**src/rtl/display_update_sequencer.sv**
```systemverilog
// rtl/display_update_sequencer.sv - shadow frame buffer with dirty tracking that drives writepixels update bursts
// Each burst issues the control command, waits out the settle pause, then writes only the dirty bytes.
module display_update_sequencer #(
    parameter int         CLK_HZ       = 25_000_000,
    parameter int         PAUSE_CYCLES = CLK_HZ / 1000,
    parameter logic [7:0] CMD_BASE     = 8'h88,
    parameter logic [7:0] ADDR_BASE    = 8'hC0
) (
    input  logic       CLK,
    input  logic       RST,
    input  logic       i_wr_en,
    input  logic [3:0] i_wr_addr,
    input  logic [7:0] i_wr_data,
    input  logic       i_refresh,
    input  logic [2:0] i_brightness,
    input  logic       i_busy,
    output logic       o_valid,
    output logic [7:0] o_pos,
    output logic [7:0] o_value,
    output logic       o_idle
);

    localparam logic [2:0] ST_IDLE  = 3'd0;
    localparam logic [2:0] ST_CMD   = 3'd1;
    localparam logic [2:0] ST_PAUSE = 3'd2;
    localparam logic [2:0] ST_SCAN  = 3'd3;
    localparam logic [2:0] ST_SEND  = 3'd4;
    localparam logic [2:0] ST_GUARD = 3'd5;

    localparam int CNT_W = (PAUSE_CYCLES > 1) ? $clog2(PAUSE_CYCLES) : 1;
    localparam logic [CNT_W-1:0] PAUSE_LAST = CNT_W'(PAUSE_CYCLES - 1);

    logic [2:0]       state_q, state_d;
    logic [3:0]       idx_q, idx_d;
    logic [CNT_W-1:0] cnt_q, cnt_d;
    logic             guard_q, guard_d;
    logic             gcmd_q, gcmd_d;
    logic [15:0]      dirty_q, dirty_d;
    logic             valid_q, valid_d;
    logic [7:0]       pos_q, pos_d;
    logic [7:0]       value_q, value_d;
    logic [7:0]       shadow_q [16];

    always_ff @(posedge CLK) begin
        if (RST) begin
            for (int i = 0; i < 16; i++) shadow_q[i] <= 8'h00;
        end else if (i_wr_en) begin
            shadow_q[i_wr_addr] <= i_wr_data;
        end
    end

    always_comb begin
        state_d = state_q;
        idx_d   = idx_q;
        cnt_d   = cnt_q;
        guard_d = guard_q;
        gcmd_d  = gcmd_q;
        dirty_d = dirty_q;
        valid_d = 1'b0;
        pos_d   = pos_q;
        value_d = value_q;
        case (state_q)
            ST_IDLE: begin
                if (|dirty_q) state_d = ST_CMD;
            end
            ST_CMD: begin
                if (!i_busy) begin
                    valid_d = 1'b1;
                    pos_d   = 8'h00;
                    value_d = CMD_BASE | {5'b00000, i_brightness};
                    cnt_d   = '0;
                    guard_d = 1'b0;
                    gcmd_d  = 1'b1;
                    state_d = ST_GUARD;
                end
            end
            ST_PAUSE: begin
                if (cnt_q == PAUSE_LAST) begin
                    idx_d   = 4'd0;
                    state_d = ST_SCAN;
                end else begin
                    cnt_d = cnt_q + 1'b1;
                end
            end
            ST_SCAN: begin
                if (dirty_q[idx_q]) begin
                    state_d = ST_SEND;
                end else if (idx_q == 4'd15) begin
                    state_d = ST_IDLE;
                end else begin
                    idx_d = idx_q + 4'd1;
                end
            end
            ST_SEND: begin
                if (!i_busy) begin
                    valid_d        = 1'b1;
                    pos_d          = ADDR_BASE + {4'b0000, idx_q};
                    value_d        = shadow_q[idx_q];
                    dirty_d[idx_q] = 1'b0;
                    guard_d        = 1'b0;
                    gcmd_d         = 1'b0;
                    state_d        = ST_GUARD;
                end
            end
            ST_GUARD: begin
                // First guard cycle gives the driver time to raise busy before we sample it
                if (!guard_q) begin
                    guard_d = 1'b1;
                end else if (!i_busy) begin
                    if (gcmd_q) begin
                        state_d = ST_PAUSE;
                    end else if (idx_q == 4'd15) begin
                        state_d = ST_IDLE;
                    end else begin
                        idx_d   = idx_q + 4'd1;
                        state_d = ST_SCAN;
                    end
                end
            end
            default: state_d = ST_IDLE;
        endcase
        // Setting a dirty bit overrides the clear from SEND in the same cycle
        if (i_refresh) dirty_d = 16'hFFFF;
        if (i_wr_en) dirty_d[i_wr_addr] = 1'b1;
    end

    always_ff @(posedge CLK) begin
        if (RST) begin
            state_q <= ST_IDLE;
            idx_q   <= 4'd0;
            cnt_q   <= '0;
            guard_q <= 1'b0;
            gcmd_q  <= 1'b0;
            dirty_q <= 16'hFFFF;
            valid_q <= 1'b0;
            pos_q   <= 8'h00;
            value_q <= 8'h00;
        end else begin
            state_q <= state_d;
            idx_q   <= idx_d;
            cnt_q   <= cnt_d;
            guard_q <= guard_d;
            gcmd_q  <= gcmd_d;
            dirty_q <= dirty_d;
            valid_q <= valid_d;
            pos_q   <= pos_d;
            value_q <= value_d;
        end
    end

    assign o_valid = valid_q;
    assign o_pos   = pos_q;
    assign o_value = value_q;
    assign o_idle  = (state_q == ST_IDLE) && !(|dirty_q);

endmodule

```
**config.mk**
```make
export PLATFORM = sky130hd
export DESIGN_NAME = display_update_sequencer
export DESIGN_NICKNAME = d
export VERILOG_FILES = /design/src/rtl/display_update_sequencer.sv
export SDC_FILE = /design/constraint.sdc
export NUM_CORES = 1
export LEC_CHECK = 0
export ABC_AREA = 0
export CAP_MARGIN = 25
export CORE_MARGIN = 2
export CORE_UTILIZATION = 59
export CTS_CLUSTER_DIAMETER = 50
export DETAILED_ROUTE_END_ITERATION = 10
export PLACE_DENSITY = 0.78
export SKIP_CTS_REPAIR_TIMING = 1
export SYNTH_ARGS = -nofsm -noshare
export SYNTH_HDL_FRONTEND = slang
export SYNTH_SLANG_ARGS = --single-unit
```
**constraint.sdc**
```tcl
create_clock -name CLK -period 6.5 [get_ports CLK]
set_input_delay 1.3 -clock CLK [delete_from_list [all_inputs] [get_ports CLK]]
set_output_delay 1.3 -clock CLK [all_outputs]
set_load 0.01 [all_outputs]
```
# After elaboration in Yosys (flattened, before gate mapping)
# Memories as Yosys holds them, arrays and structs flattened. A register that Yosys moved wholly into a read port is not among the register bits.
# Index checks and enable logic that the tools add are counted.
# op_classes
add_sub_neg,3
mul,0
div,0
magnitude_cmp,4
n_eq_ne,18
shifts,0
n_mux,51
n_bitwise,4
n_reduce_logical,18
# ops
operator,count
2-to-1 mux 16 bit,4
2-to-1 mux 8 bit,5
2-to-1 mux 4 bit,9
one-hot mux 8 bit (2 select lines),2
2-to-1 mux 15 bit,2
one-hot mux 15 bit (2 select lines),1
2-to-1 mux 3 bit,7
"inequality test 2 bit, second input constant",9
bitwise AND 16 bit,1
inverter 16 bit,1
bitwise OR 16 bit,1
OR reduction 16 bit,1
"adder 15 x 1 -> 15 bit, second input constant",1
"equality test 15 bit, second input constant",1
one-hot mux 3 bit (5 select lines),1
2-to-1 mux 1 bit,12
one-hot mux 4 bit (3 select lines),1
AND reduction 6 bit,2
"< comparator 4 x 5 -> 1 bit, second input constant",2
"adder 7 x 5 -> 8 bit, first input constant",1
demux 1 bit (select 4 bit),2
"greater-or-equal comparator 4 x 1 -> 1 bit, second input constant",2
OR reduction 8 bit,1
"equality test 3 x 2 -> 1 bit, second input constant",2
18 further kinds,27
# word_totals
ff_bits,57
latchBits,0
ram_bits,128
romBits,0
in_bits,20
out_inout_bits,18
elab_cells,108
n_memories,1
# mem_list
memory,depth,word_bits,rd,rd_clocked_by_memory_dff,wr,line_no,source
shadow_q,16,8,1,1,16,42,logic [7:0] shadow_q [16];

# Longest topological paths before layout
# Gate-level depths: netlist of run 1.
# depth
ltp_word,11
mapped_depth,8
depth_no_buf,7

# Worst setup path before layout of run 1
# Ideal clock, no wire load.
# synth_timing
path_type,input to register
startpoint,input i_wr_addr[2]
endpoint,"memory shadow_q[12][0], enable pin"
arrival_time_ps,2213
setup_slack_ps,3978
path_stages,4
path_cell_list,clkbuf_1 nand2_1 nor2_1 or2_2
# synth_lines
item,line_no,source
from (decl),12,"input logic [3:0] i_wr_addr,"
to (decl),42,

# Worst setup path after layout of run 1
# layout_timing
startpoint,register state_q[2]
endpoint,output o_idle
# layout_between
elab_chain_len,2
# layout_lines
item,line_no,source
from (decl),33,"logic [2:0] state_q, state_d;"
from (signal assigned),139,state_q <= state_d;
logical NOT 3 bit,154,assign o_idle = (state_q == ST_IDLE) && !(|dirty_q);
logical AND 1 bit,154,
to (decl),20,output logic o_idle
# No other way between the ends.

==> results of run 1 <==
[through the flow]
| stage | setup slack [ns] | cells | hold WS, ns | cell area [sq um] | power (mW) |
|---|---|---|---|---|---|
| CTS | 2.97 | 892 | 0.460 | 9660 | 2.83 |
| finish | 2.99 | 893 | 0.458 | 9660 | 2.83 |
| global placement | 2.82 | 860 | 0.450 | 9100 | 1.84 |
| detailed placement | 2.78 | 860 | 0.451 | 9100 | 1.86 |
| floorplan | 3.98 | 678 | 0.448 | 8690 | 1.73 |
| global route | 2.85 | 893 | 0.484 | 9660 | 2.93 |
[power groups by stage]
| stage | Clock [mW] | Combinational (mW) | Sequential, mW |
|---|---|---|---|
| after floorplan | 0 | 0.334 | 1.40 |
| after global placement | 0 | 0.431 | 1.41 |
| after detailed placement | 0 | 0.441 | 1.42 |
| after CTS | 0.999 | 0.444 | 1.39 |
| after global routing | 1.05 | 0.480 | 1.40 |
| final | 0.989 | 0.444 | 1.39 |
[tightest hold or removal path, stage by stage (launching register included)]
cell	delay, ns
sky130_fd_sc_hd__dfxtp_1	0.31
sky130_fd_sc_hd__nand2_1	0.05
sky130_fd_sc_hd__a21oi_1	0.05
[flip-flops by register name, indices dropped and copies added (netlist names), named ones only]
signal,cells
o_pos,5
shadow_q,128
idx_q,4
o_value,8
gcmd_q,1
dirty_q,16
o_valid,1
state_q,3
cnt_q,15
guard_q,1
[routing by layer]
layer | vias up | track usage, % | share of wire, %
li1 | 2516 | - | -
met1 | 2741 | 35.2 | 42
met2 | 249 | 40.7 | 48
met3 | 23 | 7.57 | 8.2
met4 | 0 | 9.80 | 2.1
met5 | - | 0 | 0
[cell families (layout without fill, tap and decap cells)]
kind of cell / after synthesis / in the layout / synth area share [%]
simple gates: 313 / 313 / 19.9
flops: 186 / 186 / 57.6
compound gates: 59 / 59 / 5.39
mux: 51 / 51 / 12.1
buf+inv: 46 / 77 / 2.55
xor+xnor: 16 / 16 / 1.61
fa+ha+maj: 5 / 5 / 0.720
other cells: 1 / 2 / 0.0432
[layout by cell type (no fill, tap or decap), types with 3 or more instances in the layout]
| cell type | instances |
|---|---|
| sky130_fd_sc_hd__mux4_2 | 37 |
| sky130_fd_sc_hd__xor2_1 | 10 |
| sky130_fd_sc_hd__nand4_1 | 8 |
| sky130_fd_sc_hd__nor4_1 | 3 |
| sky130_fd_sc_hd__or2_2 | 17 |
| sky130_fd_sc_hd__clkbuf_16 | 17 |
| sky130_fd_sc_hd__a21oi_1 | 9 |
| sky130_fd_sc_hd__nor3_1 | 14 |
| sky130_fd_sc_hd__nand3b_1 | 3 |
| sky130_fd_sc_hd__nand2_1 | 30 |
| sky130_fd_sc_hd__a22oi_1 | 6 |
| sky130_fd_sc_hd__nand3_1 | 12 |
| sky130_fd_sc_hd__nand2b_1 | 13 |
| sky130_fd_sc_hd__edfxtp_1 | 128 |
| sky130_fd_sc_hd__a222oi_1 | 3 |
| sky130_fd_sc_hd__xnor2_1 | 6 |
| sky130_fd_sc_hd__buf_4 | 3 |
| sky130_fd_sc_hd__o31ai_1 | 3 |
| sky130_fd_sc_hd__nor2_1 | 62 |
| sky130_fd_sc_hd__o32ai_1 | 3 |
| sky130_fd_sc_hd__dfxtp_1 | 57 |
| sky130_fd_sc_hd__and3_1 | 6 |
| sky130_fd_sc_hd__nor2b_1 | 5 |
| sky130_fd_sc_hd__mux2i_1 | 9 |
| sky130_fd_sc_hd__o22ai_1 | 3 |
| sky130_fd_sc_hd__clkdlybuf4s50_1 | 35 |
| sky130_fd_sc_hd__and2_1 | 131 |
| sky130_fd_sc_hd__clkinv_1 | 5 |
| sky130_fd_sc_hd__inv_1 | 6 |
| sky130_fd_sc_hd__ha_1 | 5 |
| sky130_fd_sc_hd__and4_1 | 3 |
| sky130_fd_sc_hd__a211o_1 | 16 |
| sky130_fd_sc_hd__o21ai_0 | 4 |
| sky130_fd_sc_hd__mux4_1 | 5 |
[area by class of cell]
class,instances,area [sq um]
multi-input combinational,446,3460
inverter,6,22.5
clock inverter,14,130
fill,1017,4820
sequential,186,5010
tap,184,230
clock buffer,18,429
timing repair buffer,39,378
[worst min-delay path by stage]
stage / cells after the start / endpoint / slack (ns) / startpoint
detailed placement: 2 / o_pos[3] / 0.45 / o_pos[3]
global route: 2 / o_pos[3] / 0.48 / o_pos[3]
CTS: 2 / o_pos[3] / 0.46 / o_pos[3]
floorplan: 2 / dirty_q[15] / 0.45 / dirty_q[15]
global placement: 2 / o_pos[3] / 0.45 / o_pos[3]
finish: 2 / o_pos[3] / 0.46 / o_pos[3]
==> reports/qor.csv, run 1 <==
stage;metric;value;unit
placed_design;routability cong.;0.910;
timing;post-route fraction of the period consumed by the critical path;54.0;%
global_routing;number of global-route vias before repair;5478;
setup_path;Critical Path End Type;output port;
global_routing;pin count of the biggest net entering global routing;49;
timing;Hold Violations, Final;0;
synthesis;portion of synthesized cell area occupied by the leading cell type;44.2;%
timing;highest clock frequency the design can meet;0.285;GHz
run_status;status;finished, final reports clean;
setup_path;arrival time of the worst setup path;2.21;ns
final_layout;Layout Area Growth over Synthesis;11.2;%
routing;Antenna Violating Nets Remaining;0;
synthesis;post-synthesis cell type count;52;
clocking;clock net sink count;186;
timing;number of failing setup endpoints in the final timing report;0;
die;top-level I/O count;38;
synthesis;Post-synth top cells;131 x sky130_fd_sc_hd__and2_1, 128 x sky130_fd_sc_hd__edfxtp_1, 62 x sky130_fd_sc_hd__nor2_1, 58 x sky130_fd_sc_hd__dfxtp_1, 37 x sky130_fd_sc_hd__mux4_2;
setup_path;cell repeated most along the worst path;sky130_fd_sc_hd__nor2_1;
setup_path;data required time at the worst endpoint;5.20;ns
die;number of placement rows;44;
clocking;TritonCTS clock tree;done;
power;Leakage;3.29;nW
synthesis;cell area after synthesis;8690;sq um
routing;drt initial violations;631;
die;die boundary height;125;microns
clocking;Clk Tree Root Cell;sky130_fd_sc_hd__clkbuf_16;
routing;DRT Pass-1 Iters;5;
setup_path;reg-to-reg slack, setup;3.97;ns
setup_path;cell depth of the worst flop-to-flop path;5;
synthesis;Async SR Flop Fraction;0;%
placed_design;detailed placer's ending HPWL;13500;microns
global_routing;number of antenna violations at the first check in global routing;0;
timing;Post-Route Skew;0.00619;ns
routing;vias post-DR;5529;
setup_path;worst path bufs/invs;1;
timing;slew at the pin with the worst max-slew slack;0.964;ns
power;sequential cell fraction of total power;49.3;%
power;internal power;2.10;mW
setup_path;startpoint-to-endpoint class of the critical path;reg -> out;
power;P_sw;0.726;mW
final_layout;utilization of the core after routing;66.7;%
global_routing;global-route usage over all layers;26.1;%
timing;RSZ-0062 raised after global routing;false;
timing;min Tclk post-route;3.51;ns
timing;max-slew headroom at the worst pin;35.2;%
setup_path;Worst R2R End;o_value[1];
final_layout;net count of the finished layout;721;
setup_path;Top Family by Delay on Critical Path;simple AND/OR/NAND/NOR gates;
synthesis;area leader, netlist;sky130_fd_sc_hd__edfxtp_1;
synthesis;Main synth FF type;sky130_fd_sc_hd__edfxtp_1;
setup_path;worst setup path start;state_q[2];
global_routing;first-pass GRT wire length;30600;microns
timing;Setup TNS Final;0;ns
clocking;Clock Tree Buf Depth;2;
routing;post-DR vias/cell;6.19;
power;share of total power in combinational logic;15.7;%
power;clock share of power;35.0;%
timing;Max Transition Viols Final;0;
clocking;number of buffers inserted during clock tree synthesis;17;
placed_design;number of port buffers;35;
clocking;source-to-sink clock delay at the later pin of the worst-skew pair;0.42;ns
setup_path;critical-path maximum fanout;10;
setup_path;crit-path cells;nor2_1 -> nand3_1 -> nor2_1 -> clkdlybuf4s50_1;
power;Net Sw Frac;25.7;%
synthesis;cells after synthesis;677;
power;total power density per cell area;292;nW/um^2
power;Worst IR Drop VDD;0.000233;V
hold_path;classification of the worst-slack hold path;reg -> reg;
synthesis;Mean Syn Cell Area;12.8;sq um
routing;DRC Markers;0;
run;Max-cap violations;0;
setup_path;capture point of the critical path;o_idle;
synthesis;number of warnings issued by yosys;0;
clocking;clock-pin slew on the worst setup and hold paths;0.06;ns
die;standard cell core area;14500;sq um
synthesis;number of enable-type register cells in the synthesized netlist;128;
synthesis;sequential-to-total area share from yosys stat;57.6;%
die;DIE WIDTH;125;microns
clocking;CTS H-Tree Depth;4;
final_layout;ant diodes;0;
synthesis;most used standard cell by instance count after synthesis;sky130_fd_sc_hd__and2_1;
setup_path;count of cell instances traversed by the critical path;4;
setup_path;peak per-stage delay on the critical path;0.59;ns
routing;total wirelength of the detailed-routed design;19500;microns
setup_path;kind of start point of the critical path;flip-flop;
die;die area;15700;sq um
die;Starting Density;60.0;%
synthesis;number of synthesized register bits;186;
setup_path;CP max stage cell;sky130_fd_sc_hd__clkdlybuf4s50_1;
synthesis;top cells by area in the synthesized netlist;sky130_fd_sc_hd__edfxtp_1 44%, sky130_fd_sc_hd__dfxtp_1 13%, sky130_fd_sc_hd__mux4_2 9.6%;
global_routing;global route total overflow;0;
final_layout;fraction of final layout cells with drive strength greater than 1;12.6;%
routing;average wire length per cell after detail routing;21.9;microns
(Power assumes the default switching activity.)
==> inputs of run 2 (changes only) <==
Clock period 6.5 ns to 3.5 ns, I/O delays scaled along.
==> reports/qor.csv, run 2 (synthesis gave the netlist of run 1 again) <==
stage;metric;value;unit;change
final_layout;Post-Layout Cell Count;895;;+0.22%
clocking;source-to-sink clock delay at the later pin of the worst-skew pair;0.44;ns;+0.02 ns
routing;average wire length per cell after detail routing;22.2;microns;+1.7%
setup_path;cell depth of the worst flop-to-flop path;6;;+1
clocking;clock net sink count;186;;unchanged
timing;Hold Violations, Final;0;;unchanged
final_layout;most common library cell in the layout ignoring fill and taps;sky130_fd_sc_hd__and2_1;;
run_status;status;finished, final reports clean;;
final_layout;Top Registers;shadow_q: 128 flops, dirty_q: 16 flops, cnt_q: 15 flops;;
setup_path;data required time at the worst endpoint;2.80;ns;-2.40 ns
final_layout;fraction of final layout cells with drive strength greater than 1;13.5;%;+0.95 points
power;total power density per cell area;552;nW/um^2;+89%
timing;min Tclk post-route;2.98;ns;
final_layout;number of inserted filler cells in the final layout;998;;-1.9%
power;Worst IR Drop VDD;0.000381;V;+63%
power;Net Sw Frac;26.6;%;+0.97 points
power;P_sw;1.43;mW;+97%
power;internal power;3.94;mW;+88%
die;die area;15700;sq um;unchanged
setup_path;arrival time of the worst setup path;2.28;ns;+0.07 ns
setup_path;critical-path maximum fanout;10;;unchanged
setup_path;Critical Path End Type;output port;;
clocking;TritonCTS clock tree;done;;
clocking;clock-pin slew on the worst setup and hold paths;0.07;ns;about the same
final_layout;Layout Area Growth over Synthesis;12.0;%;
timing;Post-Route Hold Slack;0.482;ns;+0.0237 ns
routing;vias post-DR;5626;;+1.8%
timing;Setup TNS Final;0;ns;unchanged
clocking;CTS H-Tree Depth;4;;unchanged
power;share of total power in combinational logic;15.8;%;about the same
setup_path;peak per-stage delay on the critical path;0.60;ns;about the same
timing;RSZ-0062 raised after global routing;false;;
timing;max-slew headroom at the worst pin;28.0;%;-7.2 points
timing;Max Transition Viols Final;0;;unchanged
clocking;number of buffers inserted during clock tree synthesis;17;;unchanged
setup_path;kind of start point of the critical path;flip-flop;;
die;standard cell core area;14500;sq um;unchanged
routing;post-DR vias/cell;6.29;;+1.5%
global_routing;number of global-route vias before repair;5519;;+0.75%
timing;highest clock frequency the design can meet;0.336;GHz;
timing;slew at the pin with the worst max-slew slack;1.07;ns;+0.107 ns
die;DIE WIDTH;125;microns;unchanged
routing;DRC Markers;0;;unchanged
setup_path;cell repeated most along the worst path;sky130_fd_sc_hd__nor2_1;;
power;clock share of power;36.1;%;+1.1 points
placed_design;routability cong.;0.865;;-5.0%
global_routing;global route total overflow;0;;unchanged
setup_path;crit-path cells;nor2_1 -> nand3_1 -> nor2_1 -> clkdlybuf4s50_1;;
placed_design;placed cell count;863;;+0.35%
routing;total wirelength of the detailed-routed design;19900;microns;+2.0%
global_routing;first-pass GRT wire length;30900;microns;+0.97%
timing;Post-Route Skew;0.00656;ns;+0.000368 ns
power;Leakage;3.32;nW;+1.0%
power;sequential cell fraction of total power;48.2;%;-1.1 points
final_layout;net count of the finished layout;723;;+0.28%
clocking;Clk Tree Root Cell;sky130_fd_sc_hd__clkbuf_16;;
clocking;Clock Tree Buf Depth;2;;unchanged
timing;post-route fraction of the period consumed by the critical path;85.1;%;
timing;number of failing setup endpoints in the final timing report;0;;unchanged
routing;Antenna Violating Nets Remaining;0;;unchanged
global_routing;global-route usage over all layers;26.3;%;+0.22 points
run;Max-cap violations;0;;unchanged
die;top-level I/O count;38;;unchanged
routing;DRT Pass-1 Iters;5;;unchanged
hold_path;cell count of the worst hold path;2;;unchanged
final_layout;most frequent cells in the layout;131 x sky130_fd_sc_hd__and2_1, 128 x sky130_fd_sc_hd__edfxtp_1, 62 x sky130_fd_sc_hd__nor2_1;;
final_layout;ant diodes;0;;unchanged
placed_design;number of port buffers;35;;unchanged
die;Starting Density;60.0;%;unchanged
setup_path;startpoint-to-endpoint class of the critical path;reg -> out;;
setup_path;CP max stage cell;sky130_fd_sc_hd__clkdlybuf4s50_1;;
global_routing;pin count of the biggest net entering global routing;48;;-2.0%
final_layout;Largest register FFs;128;;unchanged
die;number of placement rows;44;;unchanged
routing;drt initial violations;646;;+2.4%
global_routing;number of antenna violations at the first check in global routing;0;;unchanged
die;die boundary height;125;microns;unchanged
final_layout;register containing the most flip-flops in the final layout;shadow_q;;
placed_design;detailed placer's ending HPWL;13500;microns;+0.23%
hold_path;classification of the worst-slack hold path;reg -> reg;;
run 2: final cells by class:
| type | instances | area [sq um] | share of cell area, % |
|---|---|---|---|
| clock buffer | 18 | 429 | 4.41 |
| clock inverter | 14 | 168 | 1.72 |
| inverter | 6 | 22.5 | 0.232 |
| multi-input combinational | 446 | 3460 | 35.6 |
| sequential | 186 | 5010 | 51.5 |
| tap | 184 | 230 | 2.37 |
| timing repair buffer | 41 | 408 | 4.19 |
run 2: power groups by stage:
stage	Combinational, mW	Clock [mW]	Sequential (mW)
floorplan	0.619	0	2.59
global placement	0.823	0	2.62
detailed placement	0.843	0	2.63
CTS	0.848	1.94	2.58
global route	0.910	2.03	2.60
finish	0.847	1.94	2.58
run 2: final timing paths:
path | startpoint | end | slack [ns]
min reg2reg | o_pos[3] | o_pos[3] | 0.48
max reg2reg | state_q[2] | flip-flop | 1.09
min | o_pos[3] | o_pos[3] | 0.48
max | state_q[2] | o_idle | 0.52
run 2: worst max-delay path, delay by kind of cell, from the launching register on:
| kind | cells | cell delay (ns) |
|---|---|---|
| and+or+nand+nor | 3 | 0.80 |
| buffers and inverters | 1 | 0.60 |
| DFF | 1 | 0.43 |
run 2: stage by stage:
step | power (mW) | util, % | setup slack [ns] | area, sq um
after floorplan | 3.21 | - | 1.38 | 8690
after global placement | 3.44 | 63.1 | 0.733 | 9130
after detailed placement | 3.47 | 63.1 | 0.660 | 9130
after CTS | 5.38 | 67.2 | 0.529 | 9730
after global routing | 5.54 | 67.2 | 0.426 | 9730
final | 5.37 | 67.2 | 0.522 | 9730
run 2: metal layers:
layer  routed length (microns)  track usage [%]  part of all wire (%)
met5                         0                0                     0
met4                       350             8.95                   1.8
met3                      1640             6.42                   8.3
met2                      9840             42.5                    49
met1                      8070             35.4                    41
